## src/rtl/urv_timer_cmp_pkg.sv

```systemverilog
// Shared definitions for the machine-timer compare unit: register map,
// CTRL bit positions and FSM state encodings.
package urv_timer_cmp_pkg;

  localparam logic [1:0] TIMER_CMP_LO = 2'd0;
  localparam logic [1:0] TIMER_CMP_HI = 2'd1;
  localparam logic [1:0] TIMER_CTRL   = 2'd2;
  localparam logic [1:0] TIMER_PERIOD = 2'd3;

  localparam int CTRL_ENABLE   = 0;
  localparam int CTRL_PERIODIC = 1;
  localparam int CTRL_PENDING  = 2;
  localparam int CTRL_OVERRUN  = 3;
  localparam int CTRL_STATE_LO = 4;

  typedef enum logic [1:0] {
    IDLE  = 2'd0,
    ARMED = 2'd1,
    FIRED = 2'd2
  } tmr_state_e;

endpackage

```

## src/rtl/urv_timer_cmp.sv

```systemverilog
// Machine-timer compare unit: raises a level MTIP when the tick count reaches
// a programmable compare value, with one-shot and periodic auto-reload modes.
module urv_timer_cmp
  import urv_timer_cmp_pkg::*;
#(
  parameter int g_time_width   = 40,
  parameter int g_period_width = 32
) (
  input  logic                    clk_i,
  input  logic                    rst_i,
  input  logic [g_time_width-1:0] time_i,
  input  logic [1:0]              addr_i,
  input  logic [31:0]             wdata_i,
  input  logic                    we_i,
  input  logic                    re_i,
  output logic [31:0]             rdata_o,
  output logic                    irq_o
);

  localparam int HI_W = g_time_width - 32;

  tmr_state_e                state_q, state_d;
  logic [g_time_width-1:0]   cmp_q, cmp_d;
  logic [g_period_width-1:0] period_q, period_d;
  logic                      enable_q, enable_d;
  logic                      periodic_q, periodic_d;
  logic                      overrun_q, overrun_d;
  logic                      irq_q, irq_d;
  logic [31:0]               rdata_q, rdata_d;

  logic                      wr_lo, wr_hi, wr_ctrl, wr_period;
  logic                      w1c_pending, w1c_overrun;
  logic                      match, pending;
  logic [g_time_width-1:0]   period_ext, cmp_reload;
  logic [31:0]               period_rd, cmp_hi_rd;

  always_comb begin
    wr_lo       = we_i && (addr_i == TIMER_CMP_LO);
    wr_hi       = we_i && (addr_i == TIMER_CMP_HI);
    wr_ctrl     = we_i && (addr_i == TIMER_CTRL);
    wr_period   = we_i && (addr_i == TIMER_PERIOD);
    w1c_pending = wr_ctrl && wdata_i[CTRL_PENDING];
    w1c_overrun = wr_ctrl && wdata_i[CTRL_OVERRUN];
    pending     = (state_q == FIRED);
    match       = enable_q && (time_i >= cmp_q);

    // Reload wraps modulo 2^g_time_width on purpose; a wrapped compare value
    // is small, so the unit re-fires immediately.
    period_ext                     = '0;
    period_ext[g_period_width-1:0] = period_q;
    cmp_reload                     = cmp_q + period_ext;

    period_rd                      = '0;
    period_rd[g_period_width-1:0]  = period_q;
    cmp_hi_rd                      = '0;
    cmp_hi_rd[HI_W-1:0]            = cmp_q[g_time_width-1:32];
  end

  // Register file and FSM next state
  always_comb begin
    state_d    = state_q;
    cmp_d      = cmp_q;
    period_d   = period_q;
    enable_d   = enable_q;
    periodic_d = periodic_q;
    overrun_d  = overrun_q && !w1c_overrun;

    if (wr_lo)     cmp_d[31:0]              = wdata_i;
    if (wr_hi)     cmp_d[g_time_width-1:32] = wdata_i[HI_W-1:0];
    if (wr_period) period_d                 = wdata_i[g_period_width-1:0];
    if (wr_ctrl) begin
      enable_d   = wdata_i[CTRL_ENABLE];
      periodic_d = wdata_i[CTRL_PERIODIC];
    end

    // A compare-register write overrides any match or clear in the same cycle.
    if (wr_lo) begin
      state_d = IDLE;
    end else if (wr_hi) begin
      state_d = ARMED;
    end else begin
      unique case (state_q)
        ARMED: begin
          if (match) begin
            state_d = FIRED;
            if (periodic_q) cmp_d = cmp_reload;
          end
        end
        FIRED: begin
          if (w1c_pending) begin
            state_d = periodic_q ? ARMED : IDLE;
          end else if (periodic_q && match) begin
            overrun_d = 1'b1;
            cmp_d     = cmp_reload;
          end
        end
        default: state_d = state_q;
      endcase
    end

    irq_d = (state_d == FIRED);
  end

  // Read path, one cycle latency, holds between reads
  always_comb begin
    rdata_d = rdata_q;
    if (re_i) begin
      unique case (addr_i)
        TIMER_CMP_LO: rdata_d = cmp_q[31:0];
        TIMER_CMP_HI: rdata_d = cmp_hi_rd;
        TIMER_CTRL:   rdata_d = {26'b0, state_q, overrun_q, pending,
                                 periodic_q, enable_q};
        default:      rdata_d = period_rd;
      endcase
    end
  end

  always_ff @(posedge clk_i) begin
    if (rst_i) begin
      state_q    <= IDLE;
      cmp_q      <= '0;
      period_q   <= '0;
      enable_q   <= 1'b0;
      periodic_q <= 1'b0;
      overrun_q  <= 1'b0;
      irq_q      <= 1'b0;
      rdata_q    <= '0;
    end else begin
      state_q    <= state_d;
      cmp_q      <= cmp_d;
      period_q   <= period_d;
      enable_q   <= enable_d;
      periodic_q <= periodic_d;
      overrun_q  <= overrun_d;
      irq_q      <= irq_d;
      rdata_q    <= rdata_d;
    end
  end

  assign irq_o   = irq_q;
  assign rdata_o = rdata_q;

endmodule

```

## config.mk

```make
export PLATFORM = sky130hd
export DESIGN_NAME = urv_timer_cmp
export DESIGN_NICKNAME = d
export VERILOG_FILES = /design/src/rtl/urv_timer_cmp_pkg.sv /design/src/rtl/urv_timer_cmp.sv
export SDC_FILE = /design/constraint.sdc
export NUM_CORES = 1
export LEC_CHECK = 0
export CORE_MARGIN = 2
export CORE_UTILIZATION = 37
export DETAILED_ROUTE_END_ITERATION = 10
export GPL_TIMING_DRIVEN = 0
export PLACE_DENSITY_LB_ADDON = 0.3
export SLEW_MARGIN = 30
export SYNTH_ARGS = -nofsm -noshare
export SYNTH_HDL_FRONTEND = slang
export SYNTH_SLANG_ARGS = --single-unit
export TNS_END_PERCENT = 1
```

## constraint.sdc

```tcl
create_clock -name clk_i -period 3.4 [get_ports clk_i]
set_clock_uncertainty 0.15 [all_clocks]
set_input_delay 0.51 -clock clk_i [delete_from_list [all_inputs] [get_ports clk_i]]
set_output_delay 0.51 -clock clk_i [all_outputs]
set_load 0.02 [all_outputs]
```

# Yosys cells after proc, flatten, opt, wreduce, memory -nomap -nowiden
# Cells that the tools add are included.
# word_totals
reg_bits,110
out_inout_bits,33
elab_cells,48
# op_classes
add_sub_neg,1
magnitude_cmp,1
n_eq_ne,6
muxes,21
n_reduce_logical,11
# ops
op,n
40-bit 2-to-1 mux,6
32-bit case mux with 3 select lines,1
40-bit case mux with 2 select lines,1
40-bit by 32-bit adder with 40-bit output,1
40-bit greater-or-equal comparator,1
32-bit 2-to-1 mux,1
1-bit logical AND,9
2-bit == test (second input constant),4
2-bit 2-to-1 mux,4
8-bit 2-to-1 mux,1
1-bit 2-to-1 mux,6
2-bit by 1-bit == test with 1-bit output (second input constant),2
2-bit case mux with 2 select lines,1
2-bit zero test,1
1-bit zero test,1

# Logic depth before layout (Yosys ltp)
# Gate-level depths: netlist (run 1).
# logic_depth
ltp_word,10
depth_mapped,12

# Worst setup path before layout (run 1)
# OpenSTA, ideal clock, no wires.
# synth_path
kind,register to register
from,reg cmp_q[0]
to,reg cmp_q[20]
setup_ns,0.095
arrival_ns,2.621
required_time_ns,3.155
path_slack_ns,0.534
path_stages_with_launch,13
synth_period_minus_slack_ns,2.866
cell_sequence,dfxtp_1 > ha_1 > inv_1 > fa_1 > nor2b_1 > o211ai_1 > a31oi_1 > a21oi_1 > o311ai_1 > a221oi_1 > xnor2_1 > o211ai_1 > a221oi_1
# synth_between
elab_chain_len,8
# synth_lines
element,line_no,text
"start, declared",urv_timer_cmp.sv:23,"logic [g_time_width-1:0] cmp_q, cmp_d;"
"start signal, assigned",urv_timer_cmp.sv:130,cmp_q <= cmp_d;
40-bit greater-or-equal comparator,urv_timer_cmp.sv:45,match = enable_q && (time_i >= cmp_q);
1-bit logical AND,urv_timer_cmp.sv:45,
1-bit logical AND,urv_timer_cmp.sv:92,end else if (periodic_q && match) begin
40-bit 2-to-1 mux,urv_timer_cmp.sv:92,
40-bit 2-to-1 mux,urv_timer_cmp.sv:90,if (w1c_pending) begin
40-bit case mux with 2 select lines *,urv_timer_cmp.sv:82,unique case (state_q)
40-bit 2-to-1 mux *,urv_timer_cmp.sv:79,end else if (wr_hi) begin
40-bit 2-to-1 mux *,urv_timer_cmp.sv:77,if (wr_lo) begin
# Mark *: on every way between the ends. The rest lies on a longest branch, timed or not.
# A chain may end at the register's enable or synchronous reset.

# Worst setup path in the final report (run 1)
# layout_path
from,in addr_i[1]
to,reg cmp_q[17]
# layout_between
elab_chain_len,8
# layout_lines
element,line_no,text
"start, declared",urv_timer_cmp.sv:12,"input logic [1:0] addr_i,"
2-bit zero test,urv_timer_cmp.sv:38,wr_lo = we_i && (addr_i == TIMER_CMP_LO);
1-bit logical AND,urv_timer_cmp.sv:38,
32-bit 2-to-1 mux,urv_timer_cmp.sv:68,if (wr_lo) cmp_d[31:0] = wdata_i;
40-bit 2-to-1 mux (on tied branches),"urv_timer_cmp.sv:92, urv_timer_cmp.sv:86",
40-bit 2-to-1 mux (on tied branches),"urv_timer_cmp.sv:90, urv_timer_cmp.sv:84",
40-bit case mux with 2 select lines,urv_timer_cmp.sv:82,
40-bit 2-to-1 mux,urv_timer_cmp.sv:79,
40-bit 2-to-1 mux *,urv_timer_cmp.sv:77,
# Marks and branches as above.

==> results of run 1 <==
[metrics by stage]
step	TNS (ns)	area (sq um)
final	0	10900
after floorplan	0	8510
after detailed placement	-37.32	9930
after global routing	-0.670	10900
after CTS	-0.170	10500
after global placement	-37.33	9930
[cells by family (layout without fill, tap and decap cells)]
kind of cell | after synthesis | in the layout | share of synthesized area (%)
compound gates | 406 | 406 | 31.7
xor+xnor | 34 | 34 | 3.50
fa+ha+maj | 75 | 75 | 11.1
buf+inv | 137 | 272 | 6.28
flops | 110 | 110 | 25.9
mux | 38 | 38 | 5.37
simple gates | 322 | 322 | 16.1
[cells in the final DEF, fill, tap and decap left out, drive strengths merged, types with 13 or more instances in the layout]
| master | instances |
|---|---|
| nor2 | 105 |
| inv | 58 |
| a21o | 19 |
| a211oi | 41 |
| nand4 | 13 |
| clkbuf | 68 |
| ha | 74 |
| nand2 | 151 |
| o21ai | 55 |
| clkdlybuf4s50 | 91 |
| dlymetal6s2s | 15 |
| mux2i | 31 |
| a221oi | 55 |
| a21oi | 149 |
| xnor2 | 23 |
| dfxtp | 110 |
| buf | 34 |
| a22oi | 24 |
[synthesized netlist by cell type (2+ instances only)]
master	count
nand2_1	151
a21oi_1	145
dfxtp_1	110
nor2_1	104
ha_1	74
clkbuf_1	56
inv_1	56
a221oi_1	54
o21ai_0	40
a211oi_1	39
mux2i_1	31
a22oi_1	24
xnor2_1	23
a21o_1	18
nand4_1	13
buf_1	12
o211ai_1	12
o21ai_1	12
nand3_1	11
xor2_1	11
a31oi_1	10
buf_2	9
nand2b_1	9
mux4_2	6
nor3_1	6
nor2b_1	5
and3_1	4
nor4_1	4
o21bai_1	4
o22ai_1	4
o31ai_1	4
a2111oi_0	3
a21boi_0	3
a21boi_1	3
a21oi_2	3
and2_1	3
and4_1	3
o21ai_2	3
or3_1	3
a211oi_2	2
a32oi_1	2
a41oi_1	2
buf_4	2
o21a_1	2
[final timing paths]
path	startpoint	to	cells after the start
setup reg to reg	cmp_q[26]	cmp_q[17]	14
hold reg to reg	period_q[29]	period_q[29]	2
hold / removal	period_q[29]	period_q[29]	2
setup / recovery	addr_i[1]	cmp_q[17]	8
[registers in the layout (all words and copies together), names as in the netlist]
signal	flops
cmp_q	40
enable_q	1
irq_o	1
overrun_q	1
period_q	32
periodic_q	1
rdata_o	32
state_q	2
[what timing repair did]
action | CTS | global route
gates cloned | 1 | 2
gates resized for setup | 50 | 69
pin swaps | 14 | 30
endpoints found under the setup margin | 41 | 39
hold buffers | 0 | 0
setup buffers | 7 | 3
[worst register-to-register path, cell delays in order (launching register included)]
cell and delay (ns):
dfxtp_1 0.37, inv_1 0.12, ha_4 0.28, nand4_1 0.22, nor4_4 0.40, nand2_2 0.16, a211oi_4 0.25, a211oi_2 0.07
buf_4 0.16, a21boi_4 0.18, buf_4 0.14, clkbuf_16 0.15, mux2i_1 0.19, nand2_1 0.06, a221oi_1 0.31
[report_power, final]
part,total [uW],switching (uW),internal [uW]
Clock,1120,550,575
Sequential,1460,87.3,1380
Combinational,1180,702,474
[routing by layer]
layer	up-vias	routed length (um)	global-route usage, %	part of all wire [%]
li1	4373	-	-	-
met1	4351	13300	33.3	41
met2	503	14800	42.2	46
met3	78	2970	4.67	9.2
met4	0	1150	9.39	3.6
met5	-	0	0	0
[area by class of cell]
class	count	area (sq um)
multi-input combinational	875	6170
clock buffer	9	225
inverter	57	214
timing repair buffer	120	1240
fill	2290	11700
sequential	110	2220
tap	285	357
clock inverter	6	71.3
buffer	80	390
==> flow_summary_export.csv, run 1 <==
group,metric,value,unit
outcome,status,"finished clean",
timing,fin_crit,3.39,ns
yosys,syn_nets,1275,
layout,syn2layout_area_growth,28.0,%
route,vias_per_cell,6.03,
layout,postLayoutCoreUtil,48.2,%
clocking,clkTransAtPathRegs,0.08,ns
global_route,antenna_found_initial,0,
yosys,yosysTopAreaCellShare,25.9,%
clocking,cts-root-buf,"clkbuf_16",
route,drt-total-wl,32200,um
run,timing.max_cap.violations,0,
route,drc,0,
setup_path,crit_fanout,10,
placement,gp_congestion,0.965,
clocking,clkSinkCount,110,
global_route,grt_pass1_vias,8650,
timing,worst_pin_slew,0.900,ns
die,die_area,24200,sq um
yosys,syn-cell-area,8510,sq um
worst_hold_path,holdCritPathClass,"flop to flop",
layout,fin_nets,1406,
yosys,netlist_instances,1122,
global_route,grt_use_total,25.6,%
yosys,ys_warn_count,0,
die,rows,55,
setup_path,startpoint_type,"input pin",
clocking,htreeDepth,3,
setup_path,path_class,"input pin to flop",
die,core_area,22600,sq um
yosys,postSynth.asyncResetShare,0,%
route,dr.pass1.iters,6,
timing,fin_worst_hold_slack,0.333,ns
setup_path,critPathBufInv,4,
yosys,avgSynthCellArea,7.58,sq um
timing,slew_viol_final,0,
setup_path,required,3.49,ns
layout,finalNonFillerCells,1542,
setup_path,critPathSlowestCell,"clkbuf_1",
die,start_util,37.7,%
global_route,grt_overflow,0,
timing,relSlewSlack,40.0,%
setup_path,path_delay_family,"buffers and inverters",
setup_path,cp-end-kind,"flop",
yosys,ys_ff_latch,110,
yosys,ys_types,71,
power,power_density,346,nW/um^2
global_route,grt_pass1_wl,48300,um
setup_path,reg2reg_slack,0.06,ns
clocking,cts_buffers,9,
route,drtIter0Drc,836,
die,die_y,156,um
power,p_leak,0.00408,uW
clocking,cts_buffer_depth,2,
placement,post-place-ws,-1.23,ns
global_route,grt_max_degree,19,
layout,drive_gt1_share,11.1,%
yosys,synth_edf_count,0,
timing,finalHoldViolCount,0,
placement,post-dp-hpwl,23500,um
route,drtAntennaViolNets,0,
yosys,yosysSeqAreaShare,25.9,%
yosys,synth.largest_area_cell,"dfxtp_1",
timing,finalWorstSetupSlack,0.0119,ns
timing,fmax,0.295,GHz
power,ir_drop,0.243,mV
setup_path,crit_arrival,3.48,ns
setup_path,max_stage_delay,0.63,ns
timing,rsz0062_at_grt,"yes",
placement,numPortBuffers,107,
route,wl_per_cell,20.9,um
power,p_total,3770,uW
clocking,tritoncts,"built",
layout,antenna_cells,0,
setup_path,path_cells,"clkdlybuf4s50_1, nor2_2, and2_1, buf_2, clkbuf_1, clkbuf_1, a221oi_1, a221oi_1",
clocking,clock_latency,0.37,ns
yosys,netlist_top_cells_area,"dfxtp_1, ha_1, a21oi_1, nand2_1, a221oi_1",
timing,period_share,99.6,%
route,via_count,9305,
die,die_x,156,um
yosys,synthFlopType,"dfxtp_1",
placement,place_inst,1514,
die,num_io_pins,111,
timing,setup_viol,0,
(Power assumes the default switching activity.)
==> run 2, diff against run 1 <==
PLACE_DENSITY_LB_ADDON = not set   (was 0.3)
SLEW_MARGIN = 10   (was 30)
==> run 2 against run 1 <==
Net effect:
- the flow now finishes with violations (negative setup slack)
- via count down 0.77%
- sequential share of layout area up 0.25 points
- sequential power about the same
- hold slack about the same
- fmax down 0.83%
- first-iteration DRC count down 7.7%
- die area unchanged
- flip-flop and latch count unchanged
- cell count about the same
- critical path type is now flop to flop
- largest cell class unchanged
- routed wire length up 0.29%
- total power down 2.3%
==> flow_summary_export.csv, run 2 (synthesis gave the netlist of run 1 again) <==
group,metric,value,unit
outcome,status,"finished, violations left",
outcome,failed_checks,"negative setup slack",
layout,antenna_cells,0,
layout,drive_gt1_share,9.00,%
placement,place_inst,1514,
setup_path,reg2reg_slack,-0.02,ns
route,via_count,9233,
setup_path,cp-end-kind,"flop",
die,die_x,156,um
layout,final_common_cell,"nand2_1",
timing,period_share,100,%
route,drtAntennaViolNets,0,
global_route,grt_max_degree,19,
clocking,ctsHoldBuffers,0,
die,die_area,24200,sq um
die,num_io_pins,111,
layout,fin_nets,1405,
global_route,grt_use_total,26.1,%
setup_path,crit_end,"cmp_q[38]",
timing,finalWorstSetupSlack,-0.0166,ns
run,timing.max_cap.violations,0,
timing,fin_crit,3.42,ns
power,p_total,3680,uW
setup_path,crit_arrival,3.49,ns
placement,dpl-instance-area,9930,sq um
layout,layout_common_cells,"nand2_1, a21oi_1, dfxtp_1, nor2_1, clkdlybuf4s50_1",
global_route,grt_overflow,0,
placement,numPortBuffers,107,
setup_path,crit_fanout,6,
setup_path,r2r_cells,13,
setup_path,startpoint_type,"flop",
placement,gp_congestion,0.952,
layout,largest_register_ffs,40,
global_route,antenna_found_initial,0,
layout,finalNonFillerCells,1541,
layout,final_cell_area,10700,sq um
timing,relSlewSlack,38.2,%
route,drtIter0Drc,772,
setup_path,path_class,"flop to flop",
route,wl_per_cell,20.9,um
route,drt-total-wl,32300,um
clocking,cts_buffer_depth,2,
route,dr.pass1.iters,6,
global_route,grt_pass1_vias,8754,
worst_hold_path,holdCritPathClass,"flop to flop",
layout,num-fill-cells,2302,
die,core_area,22600,sq um
layout,syn2layout_area_growth,25.6,%
setup_path,required,3.47,ns
route,drc,0,
timing,setup_viol,1,
clocking,cts_buffers,9,
timing,fmax,0.293,GHz
layout,top_register,"cmp_q",
clocking,clkSinkCount,110,
clocking,cts-root-buf,"clkbuf_16",
route,vias_per_cell,5.99,
power,power_density,344,nW/um^2
global_route,grt_pass1_wl,49100,um
clocking,clock_latency,0.37,ns
setup_path,startpoint,"cmp_q[17]",
power,p_leak,0.00400,uW
die,start_util,37.7,%
setup_path,r2r-start,"cmp_q[17]",
timing,worst_pin_slew,0.927,ns
clocking,tritoncts,"built",
placement,post-place-ws,-1.25,ns
setup_path,rr_endpoint,"cmp_q[38]",
placement,post-dp-hpwl,24200,um
power,ir_drop,0.254,mV
clocking,htreeDepth,3,
timing,finalHoldViolCount,0,
clocking,clkTransAtPathRegs,0.08,ns
die,rows,55,
timing,slew_viol_final,0,
die,die_y,156,um
==> run 2: cell count changes in the layout (fill, tap and decap cells not counted), sizes merged <==
cell | previous run | this run
clkdlybuf4s50 | 91 | 99
dlygate4sd2 | 1 | 0
buf | 34 | 33
clkinvlp | 2 | 1
inv | 58 | 59
bufinv | 1 | 0
clkbuf | 68 | 69
dlymetal6s2s | 15 | 8
==> run 2: routing by layer <==
layer,track usage [%],vias up,part of all wire (%)
met1,35.1,4343,44
li1,-,4363,-
met2,41.9,462,45
met4,9.87,0,2.9
met3,4.69,65,8.7
met5,0,-,0
==> run 2: worst max-delay path, stage by stage, from the launching register on <==
cell      delay [ns]
dfxtp_1         0.41
inv_1           0.12
ha_4            0.28
nand4_1         0.30
nor4_4          0.43
nand2_2         0.16
a211oi_4        0.29
a211oi_4        0.09
a21boi_4        0.18
buf_12          0.16
buf_8           0.13
nand2_2         0.12
a221oi_1        0.34
a211oi_1        0.12
==> run 2: final cells by class <==
cell class	count	area (sq um)	share of cell area (%)
clock inverter	5	45.0	0.422
inverter	57	214	2.00
buffer	80	392	3.67
sequential	110	2210	20.7
clock buffer	10	229	2.14
multi-input combinational	875	6030	56.4
timing repair buffer	119	1210	11.3
tap	285	357	3.34
==> run 2: power by group <==
group          total [uW]  internal (uW)  switching, uW
logic                1150            461            686
clock network        1070            507            562
registers            1460           1370           87.8
==> run 2: worst min-delay path by stage <==
stage	slack, ns	to	start	cells past startpoint
finish	0.33	period_q[8]	period_q[8]	2
global route	0.35	period_q[8]	period_q[8]	2
CTS	0.33	period_q[8]	period_q[8]	2
detailed placement	0.32	period_q[8]	period_q[8]	2
global placement	0.31	period_q[27]	period_q[27]	2
floorplan	0.30	overrun_q	overrun_q	2
==> run 2: what timing repair did <==
action | CTS | global route
pin swaps | 5 | 22
hold endpoints to repair | 0 | 0
gates cloned | 0 | 1
endpoints found under the setup margin | 41 | 41
gates resized for setup | 23 | 68
buffers inserted | 5 | 7
==> run 2: per-stage QoR <==
step                      util, %  TNS, ns  hold WS [ns]
after floorplan                 -        0         0.299
after global placement       44.0   -36.64         0.311
after detailed placement     44.0   -34.77         0.321
after CTS                    45.8   -0.269         0.330
after global routing         47.3   -0.694         0.350
final                        47.3  -0.0166         0.333
